`src/rtl/gate4_tt_sequencer.sv`:
```
// Truth-table sequencer for a 4-input, 1-output gate: walks patterns 0..15, settles, samples, counts mismatches.
// Optional first-failure capture ports are enabled by defining GATE4_TT_FAIL_CAPTURE_EN.
module gate4_tt_sequencer #(
   parameter logic [15:0] EXPECT_TT  = 16'h7FFF,
   parameter int unsigned SETTLE_CYC = 4
) (
   input  logic       i_clk,
   input  logic       i_rst_n,
   input  logic       i_start,
   input  logic       i_f,
   output logic       o_a,
   output logic       o_b,
   output logic       o_c,
   output logic       o_d,
   output logic [3:0] o_pattern,
   output logic       o_busy,
   output logic       o_done,
   output logic [4:0] o_err_cnt,
`ifdef GATE4_TT_FAIL_CAPTURE_EN
   output logic       o_fail_seen,
   output logic [3:0] o_first_fail,
`endif
   output logic       o_pass
);

   localparam logic [1:0] ST_IDLE   = 2'd0;
   localparam logic [1:0] ST_SETTLE = 2'd1;
   localparam logic [1:0] ST_SAMPLE = 2'd2;
   localparam logic [1:0] ST_DONE   = 2'd3;

   // A settle time of 0 behaves like 1, so the last count value is clamped at 0.
   localparam logic [7:0] SETTLE_LAST = (SETTLE_CYC == 0) ? 8'd0 : 8'(SETTLE_CYC - 1);

   logic [1:0] r_state;
   logic [3:0] r_pattern;
   logic [7:0] r_cnt;
   logic [4:0] r_err_cnt;
   logic       r_busy;
   logic       r_done;
   logic       w_expect;
   logic       w_mismatch;
`ifdef GATE4_TT_FAIL_CAPTURE_EN
   logic       r_fail_seen;
   logic [3:0] r_first_fail;
`endif

   assign w_expect   = EXPECT_TT[r_pattern];
   // NOTE: case inequality makes an X or Z on the gate output count as a mismatch rather than propagate X.
   assign w_mismatch = (i_f !== w_expect);

   // NOTE: all state uses non-blocking assignments so every register samples pre-edge values.
   always_ff @(posedge i_clk or negedge i_rst_n) begin
      if (!i_rst_n) begin
         r_state      <= ST_IDLE;
         r_pattern    <= 4'd0;
         r_cnt        <= 8'd0;
         r_err_cnt    <= 5'd0;
         r_busy       <= 1'b0;
         r_done       <= 1'b0;
`ifdef GATE4_TT_FAIL_CAPTURE_EN
         r_fail_seen  <= 1'b0;
         r_first_fail <= 4'd0;
`endif
      end else begin
         case (r_state)
            ST_IDLE, ST_DONE: begin
               if (i_start) begin
                  r_state      <= ST_SETTLE;
                  r_pattern    <= 4'd0;
                  r_cnt        <= 8'd0;
                  r_err_cnt    <= 5'd0;
                  r_busy       <= 1'b1;
                  r_done       <= 1'b0;
`ifdef GATE4_TT_FAIL_CAPTURE_EN
                  r_fail_seen  <= 1'b0;
                  r_first_fail <= 4'd0;
`endif
               end
            end
            ST_SETTLE: begin
               if (r_cnt == SETTLE_LAST) begin
                  r_state <= ST_SAMPLE;
               end else begin
                  r_cnt <= r_cnt + 8'd1;
               end
            end
            ST_SAMPLE: begin
               if (w_mismatch) begin
                  r_err_cnt <= r_err_cnt + 5'd1;
`ifdef GATE4_TT_FAIL_CAPTURE_EN
                  if (!r_fail_seen) begin
                     r_fail_seen  <= 1'b1;
                     r_first_fail <= r_pattern;
                  end
`endif
               end
               if (r_pattern == 4'hF) begin
                  r_state <= ST_DONE;
                  r_busy  <= 1'b0;
                  r_done  <= 1'b1;
               end else begin
                  r_pattern <= r_pattern + 4'd1;
                  r_cnt     <= 8'd0;
                  r_state   <= ST_SETTLE;
               end
            end
            default: begin
               r_state <= ST_IDLE;
               r_busy  <= 1'b0;
               r_done  <= 1'b0;
            end
         endcase
      end
   end

   assign o_a       = r_pattern[3];
   assign o_b       = r_pattern[2];
   assign o_c       = r_pattern[1];
   assign o_d       = r_pattern[0];
   assign o_pattern = r_pattern;
   assign o_busy    = r_busy;
   assign o_done    = r_done;
   assign o_err_cnt = r_err_cnt;
   assign o_pass    = r_done && (r_err_cnt == 5'd0);
`ifdef GATE4_TT_FAIL_CAPTURE_EN
   assign o_fail_seen  = r_fail_seen;
   assign o_first_fail = r_first_fail;
`endif

endmodule

```
`config.mk`:
```
export PLATFORM = sky130hd
export DESIGN_NAME = gate4_tt_sequencer
export DESIGN_NICKNAME = d
export VERILOG_FILES = /design/src/rtl/gate4_tt_sequencer.sv
export SDC_FILE = /design/constraint.sdc
export NUM_CORES = 1
export LEC_CHECK = 0
export ABC_AREA = 1
export CORE_MARGIN = 1.5
export CORE_UTILIZATION = 35
export CTS_CLUSTER_DIAMETER = 200
export DETAILED_ROUTE_END_ITERATION = 12
export PLACE_DENSITY = 0.55
export RECOVER_POWER = 25
export REMOVE_ABC_BUFFERS = 1
export SYNTH_ARGS = -nofsm -noshare
export SYNTH_HDL_FRONTEND = slang
export SYNTH_SLANG_ARGS = --single-unit
```
`constraint.sdc`:
```
create_clock -name i_clk -period 1.8 [get_ports i_clk]
set_input_delay 0.36 -clock i_clk [delete_from_list [all_inputs] [get_ports i_clk]]
set_output_delay 0.36 -clock i_clk [all_outputs]
set_load 0.005 [all_outputs]
```
== Word level (Yosys, flattened, before mapping) ==
Memories as Yosys holds them, arrays and structs flattened.
Index checks and enable logic that the tools add are counted.

* Reduce and logical (&&, ||, !) cells: 10
* Multiplexer cells: 21
* Add/sub/neg operators: 3
* Equality and inequality tests: 12
* Order comparisons: 1

{| class="wikitable"
|+ Operators with widths
! cell !! number
|-
| 8-bit two-way mux || 3
|-
| 8-bit one-hot mux with 3 select lines || 1
|-
| 2-bit inequality test, second input constant || 6
|-
| 3-bit AND reduction || 4
|-
| 5-bit two-way mux || 2
|-
| 5-bit one-hot mux with 2 select lines || 1
|-
| 8-bit by 1-bit adder with 8-bit output, second input constant || 1
|-
| 8-bit by 2-bit == test with 1-bit output, second input constant || 1
|-
| 4-bit two-way mux || 2
|-
| 4-bit one-hot mux with 2 select lines || 1
|-
| 2-bit two-way mux || 3
|-
| 2-bit one-hot mux with 3 select lines || 1
|-
| 5-bit by 1-bit adder with 5-bit output, second input constant || 1
|-
| 5-bit zero test || 1
|-
| 4-bit by 5-bit < comparator with 1-bit output, second input constant || 1
|-
| 1-bit two-way mux || 5
|-
| 4-bit by 1-bit adder with 4-bit output, second input constant || 1
|-
| 2-bit == test, second input constant || 2
|-
| 4-bit == test, second input constant || 1
|-
| 1-bit one-hot mux with 2 select lines || 2
|-
| 2-bit by 1-bit == test with 1-bit output, second input constant || 1
|-
| 2-bit zero test || 1
|-
| 2-bit AND reduction || 1
|-
| 2-bit nonzero test || 1
|-
| 3 further kinds || 3
|}

* Memories: 1
* Bits in read-only memories: 16
* Output and inout port bits: 16
* Bits in registers: 21

{| class="wikitable"
|+ Memory list
! name !! words !! width !! read ports !! clocked after Yosys merged registers in !! write ports !! line !! text
|-
| (name not given) || 16 || 1 || 1 || 0 || 0 || 47 || <nowiki>assign w_expect = EXPECT_TT[r_pattern];</nowiki>
|}

== Longest topological paths before layout ==
Gate-level depths: netlist (run 1).

* Depth in word-level cells: 5
* Gate-level depth with buffers: 10
* Mapped depth without buffers: 9

== Worst setup path after synthesis (run 1) ==
OpenSTA, ideal clock, no wires.

* Path kind: reg2reg
* Start point: reg r_state[0]
* End point: reg r_cnt[2]
* Period minus slack after synthesis: 1.490 ns
* Buffers on the path: 1
* Arrival: 1.372 ns
* Library setup time: 0.118 ns
* Path slack: 0.310 ns
* Stages on the path, launching flop included: 10
* Cell sequence: dfrtp_1 inv_1 ha_1 nand2_1 inv_1 nor2_4 nand2_4 buf_6 nand2_1 o21ai_2

* Word-level cells in the longest chain between the ends: 4
* Elaborated cells between the ends (all ways): 10
* Classes of those cells: eq/ne: 6; mux: 1; reduce/logical: 3

{| class="wikitable"
|+ Ends and longest elaborated chain
! item !! line !! text
|-
| start, declared || 34 || <nowiki>logic [1:0] r_state;</nowiki>
|-
| start signal, assigned || 54 || <nowiki>r_state <= ST_IDLE;</nowiki>
|-
| start signal, assigned || 68 || <nowiki>r_state <= ST_SETTLE;</nowiki>
|-
| start signal, assigned || 82 || <nowiki>r_state <= ST_SAMPLE;</nowiki>
|-
| 2-bit == test or 2-bit zero test (tied branches) || 65 || <nowiki>case (r_state)</nowiki>
|-
| 2-bit OR reduction || 65 ||
|-
| 2-bit inequality test (no line) || - ||
|-
| 3-bit AND reduction (no line) || - ||
|-
| end signal, assigned || 84 || <nowiki>r_cnt <= r_cnt + 8'd1;</nowiki>
|-
| end, declared || 36 || <nowiki>logic [7:0] r_cnt;</nowiki>
|}

Parallel ways exist; a longest one is shown, timed or not.
A chain may end at the register's enable or synchronous reset.

== Final worst setup path (run 1) ==
* Start point: reg r_pattern[2] (netlist: o_pattern[2])
* End point: out o_b

{| class="wikitable"
|+ RTL lines
! item !! line !! text
|-
| start, declared || 35 || <nowiki>logic [3:0] r_pattern;</nowiki>
|-
| start signal, assigned || 102 || <nowiki>r_pattern <= r_pattern + 4'd1;</nowiki>
|-
| end, declared || 12 || <nowiki>output logic o_b,</nowiki>
|}

No word-level cell between the ends.

==> flow_summary.ini, run 1 <==
[status]
outcome = finished, final reports clean

[placed_design]
dp_slack_ns = 0.107
placedCellCount = 247
portBuffers = 19
gp_congestion = 0.805
post-dp-hpwl_mm = 2.10

[grt]
antenna_found_initial = 0
grt_max_degree = 22
globalRouteOverflowTotal = 0
grt_pass1_wl_mm = 4.88
grt_usage_pct = 14.7
first_global_vias = 1118

[drt]
via_per_inst = 4.72
first_iter_violations = 65
drt_wl_total_mm = 2.81
ant_nets = 0
dr.pass1.iters = 4
routedWlPerCell_um = 11.2
vias = 1184
drc = 0

[worst_setup_path]
max_stage_delay_ns = 0.57
worst_ep_required_time_ns = 1.44
cp_max_fo = 10
cp_slowest_cell = clkdlybuf4s50_1
cpLargestDelayFamily = buffers and inverters
crit_chain = clkdlybuf4s50_1
cp-start-kind = flip-flop
worstSetupEndpointType = output port
worstPathArrival_ns = 1.36
cp_num_buf_inv = 1
worst-setup-path-type = flip-flop to output port

[synthesis]
ys_types = 22
synthArstFlopShare_pct = 100
synth-seq-cells = 21
seq_area_frac_synth_pct = 38.6
synth_top_area_share_pct = 38.6
yosysWarnings = 0
synth.largest_area_cell = dfrtp_1
syn-cell-area_mm2 = 0.00136
synth_area_per_cell_um2 = 7.45
synth_commonest_cells = nand2_1 (60), dfrtp_1 (21), inv_1 (20)
synth.most_common_cell = nand2_1
synth_area_leaders = dfrtp_1 (39%), nand2_1 (17%), ha_1 (7.3%), nand3_1 (6.2%), inv_1 (5.5%)
synth_edf_count = 0
syn-instance-count = 183
synth_ff_type = dfrtp_1

[clock_network]
cts_max_level = 1
clk_pin_slew_ns = 0.08
clkLatencyLatePin_ns = 0.26
ctsRootBufferMaster = clkbuf_8
post-cts-setup-buffers = 0
cts_made_buffers = 3
ctsHoldBuffers = 0
cts_tree = done
clk_path_buf_depth = 2
clock_sinks = 21

[timing]
min_period_ns = 1.72
setup_slack_ns = 0.0842
report.final.slew_viol_count = 0
grt_setup_unrepaired = false
hold_viol_final = 0
setup_viol = 0
fin_setup_tns_ns = 0
worstMarginPinSlew_ns = 1.17
fmax_ghz = 0.583
skew_ns = 0.00422
period_share_pct = 95.3
slew_headroom_pct = 21.8

[cells_and_area]
diodes = 0
drive_gt1_share_pct = 11.3
area_delta_synth_final_pct = 19.6
final_cells = 251
fillers = 399
nets = 216

[power]
power_density_mw_per_mm2 = 1060
sw_frac_of_total_pct = 42.7
p_sw_w = 0.000734
clock_power_share_pct = 18.6
p_comb_share_pct = 45.8
ir_drop_uv = 591
power_frac_seq_pct = 35.6
leakage_nw = 0.764
p_int_w = 0.000986

[die]
initial_core_util_pct = 36.9
fp.dieW_um = 65.4
dieArea_mm2 = 0.00428
io_pins = 20
coreArea_mm2 = 0.00369
rows = 22
die_h_um = 65.4

[job]
drv_cap = 0

[min_path]
hp-class = flip-flop to flip-flop
## layout make-up
cell class	count	area (um^2)	area share [%]
Timing Repair Buffer	24	223	13.7
Clock buffer	4	45.0	2.76
Inverter	22	82.6	5.07
Tap cell	48	60.1	3.69
Multi-Input combinational cell	132	693	42.5
Sequential cell	21	526	32.3
## worst min-delay path: cells and delay by family (launching register included)
kind	cells	cell delay (ns)
AOI/OAI and AO/OA	1	0.05
DFF	1	0.38
and+or+nand+nor	1	0.07
## cells by family (layout without fill, tap and decap cells)
logic type / count (synthesis) / after routing / synth area share, %
and+or+nand+nor: 105 / 105 / 34.7
buffers and inverters: 30 / 50 / 10.6
DFF: 21 / 21 / 38.6
AOI/OAI and AO/OA: 19 / 19 / 8.82
adders and majority gates: 8 / 8 / 7.35
## state kept, by name, indices dropped and copies added (netlist names)
register and count:
r_cnt 8, o_pattern 4, r_state 2, o_busy 1, o_err_cnt 5, o_done 1
## metal layers
layer / wire length [um] / share of wire, % / track usage (%) / vias to the layer above
met5: 0 / 0 / 0 / -
met4: 19 / 0.68 / 4.43 / 0
met3: 123 / 4.4 / 4.11 / 2
met2: 1240 / 44 / 22.6 / 26
met1: 1430 / 51 / 20.2 / 539
li1: - / - / - / 617
## final timing paths
check,start,end,slack [ns],cells past startpoint
min in group asynchronous,i_rst_n,o_err_cnt[4],0.77,2
worst max register to register,r_state[0],o_pattern[0],0.14,8
max in group asynchronous,i_rst_n,r_cnt[0],0.33,2
worst max-delay path,o_pattern[2],o_b,0.08,1
worst min-delay path,r_cnt[4],r_cnt[4],0.53,2
worst min register to register,r_cnt[4],r_cnt[4],0.53,2
## cells in the final DEF (no fill, tap or decap), drive strengths merged
master	instances
ha	8
clkbuf	5
nor2	16
nand2	62
dfrtp	21
o21ai	18
nand3	18
nand4	4
buf	4
nand3b	2
clkdlybuf4s50	18
inv	22
dlygate4sd2	1
nor3b	1
or2	2
o21a	1
## timing repair
item | in CTS | in global routing
hold endpoints to repair | 0 | 0
gates resized for setup | 1 | 1
setup endpoints to repair | 1 | 1
## stage by stage
| stage | util [%] | cell area [um^2] | power (W) | hold WS (ns) |
|---|---|---|---|---|
| after global placement | 43.1 | 1590 | 0.00139 | 0.489 |
| final | 44.2 | 1630 | 0.00172 | 0.526 |
| after CTS | 44.3 | 1630 | 0.00174 | 0.442 |
| after floorplan | - | 1300 | 0.00115 | 0.0644 |
| after detailed placement | 43.1 | 1590 | 0.00141 | 0.509 |
| after global routing | 44.2 | 1630 | 0.00188 | 0.551 |
## power by group through the flow
stage	clock, W	sequential [W]	combinational, W
floorplan	0	0.000609	0.000541
detailed placement	0	0.000620	0.000795
CTS	0.000327	0.000612	0.000802
global placement	0	0.000613	0.000779
global route	0.000348	0.000626	0.000903
finish	0.000320	0.000612	0.000788
Note: power is estimated with default switching activity, not from simulation.
==> run 2: changes to the inputs <==
- CELL_PAD_IN_SITES_DETAIL_PLACEMENT: default -> 1
- CELL_PAD_IN_SITES_GLOBAL_PLACEMENT: default -> 1
- PLACE_DENSITY: 0.55 -> default
- PLACE_DENSITY_LB_ADDON: default -> 0.1
- REMOVE_ABC_BUFFERS: 1 -> default
==> run 2 against run 1 <==
  * Total power increased by 3.1%
  * Non-clock buffer count is 1 higher
  * First-iteration DRC count decreased by 12%
==> flow_summary.ini, run 2 (synthesis results as in run 1) <==
[grt]
grt_usage_pct = 16.8
antenna_found_initial = 0
grt_use_met3_pct = 2.91
first_global_vias = 1187
globalRouteOverflowTotal = 0
grt_pass1_wl_mm = 5.56
use_met1_pct = 23.5
top_usage_layer = met2
met2_usage_pct = 25.6
grt_max_degree = 22

[cells_and_area]
area_delta_synth_final_pct = 20.8
mostFrequentLayoutCell = nand2_1
largest_reg_flops = 8
fillers = 488
nets = 217
drive_gt1_share_pct = 12.7
final_cell_mix = nand2_1 (60), dfrtp_1 (21), inv_1 (19)
regMostFlops = r_cnt
diodes = 0

[worst_setup_path]
cp-start-kind = flip-flop
worstSetupEndpointType = output port
worst-setup-path-type = flip-flop to output port
worst_ep_required_time_ns = 1.44
worstPathArrival_ns = 1.36
cpLargestDelayFamily = buffers and inverters
cp_max_fo = 10
max_stage_delay_ns = 0.57
cp_slowest_cell = clkdlybuf4s50_1
cp_num_buf_inv = 1
crit_chain = clkdlybuf4s50_1

[timing]
fmax_ghz = 0.582
setup_slack_ns = 0.0827
hold-worst-slack_ns = 0.510
fin_setup_tns_ns = 0
setup_viol = 0
grt_setup_unrepaired = false
slew_headroom_pct = 62.8
hold_viol_final = 0
period_share_pct = 95.4
worstMarginPinSlew_ns = 0.558
min_period_ns = 1.72
report.final.slew_viol_count = 0
skew_ns = 0.00120

[clock_network]
cts_tree = done
cts_max_level = 1
clock_sinks = 21
clk_pin_slew_ns = 0.08
clk_path_buf_depth = 2
cts_made_buffers = 3
clkLatencyLatePin_ns = 0.26
ctsRootBufferMaster = clkbuf_8

[drt]
vias = 1219
dr.pass1.iters = 4
first_iter_violations = 57
via_per_inst = 4.84
routedWlPerCell_um = 12.4
drt_wl_total_mm = 3.11
ant_nets = 0
drc = 0

[placed_design]
dp_slack_ns = 0.0799
portBuffers = 19
post-dp-hpwl_mm = 2.38
gp_congestion = 0.804

[die]
dieArea_mm2 = 0.00428
initial_core_util_pct = 36.9
io_pins = 20
fp.dieW_um = 65.4
coreArea_mm2 = 0.00369
rows = 22
die_h_um = 65.4

[synthesis]
syn_nets = 195

[min_path]
hp-class = flip-flop to flip-flop

[power]
leakage_nw = 0.775
ir_drop_uv = 420
power_density_mw_per_mm2 = 1080

[status]
outcome = finished, final reports clean

[job]
drv_cap = 0
==> run 2: cell count changes in the layout (fill, tap and decap cells not counted), sizes merged <==
| cell | change |
|---|---|
| buf | +1 |
| clkdlybuf4s50 | -1 |
| dlygate4sd3 | +1 |
==> run 2: metrics by stage <==
step	std cells	power (W)	instance area, um^2	util (%)
6_report	252	0.00177	1650	44.6
3_3_place_gp	247	0.00141	1590	43.1
2_1_floorplan	183	0.00120	1360	-
4_1_cts	252	0.00179	1640	44.5
3_5_place_dp	247	0.00145	1590	43.1
5_1_grt	252	0.00196	1650	44.6
==> run 2: path summary, 6_finish.rpt <==
path / from / end / slack (ns) / cells past startpoint
max: o_pattern[2] / o_b / 0.08 / 1
min: r_state[1] / r_state[1] / 0.51 / 2
max reg2reg: r_state[0] / r_cnt[1] / 0.19 / 8
min reg2reg: r_state[1] / r_state[1] / 0.51 / 2
max in group asynchronous: i_rst_n / r_state[0] / 0.82 / 2
min in group asynchronous: i_rst_n / r_cnt[4] / 0.61 / 2
==> run 2: area by class of cell <==
| type | count | area [um^2] | share of cell area, % |
|---|---|---|---|
| tap | 48 | 60.1 | 3.65 |
| inverter | 22 | 82.6 | 5.02 |
| sequential | 21 | 526 | 31.9 |
| clock buffer | 4 | 45.0 | 2.74 |
| multi-input combinational | 132 | 701 | 42.6 |
| timing repair buffer | 25 | 231 | 14.1 |
==> run 2: power breakdown <==
group | switching (W) | internal [W] | total [W]
clock network | 0.000158 | 0.000158 | 0.000316
logic | 0.000538 | 0.000312 | 0.000849
registers | 0.0000728 | 0.000534 | 0.000607
total | 0.000769 | 0.00100 | 0.00177
==> run 2: layer usage <==
metal  vias to the layer above  wire length, um  part of all wire [%]
met5                         -                0                     0
li1                        615                -                     -
met1                       580             1560                    50
met4                         0               46                   1.5
met3                         4              102                   3.3
met2                        20             1400                    45
==> run 2: what timing repair did <==
item	4_1_cts	5_1_grt
setup endpoints to repair	1	4
setup buffers	1	0
resized for setup	2	2
pin swaps	0	0
hold buffers	0	0
==> run 3: changes to the inputs <==
- GPL_TIMING_DRIVEN: default -> 1
==> results of run 3 <==
Final layout, timing and power as in run 2 (identical DEF).
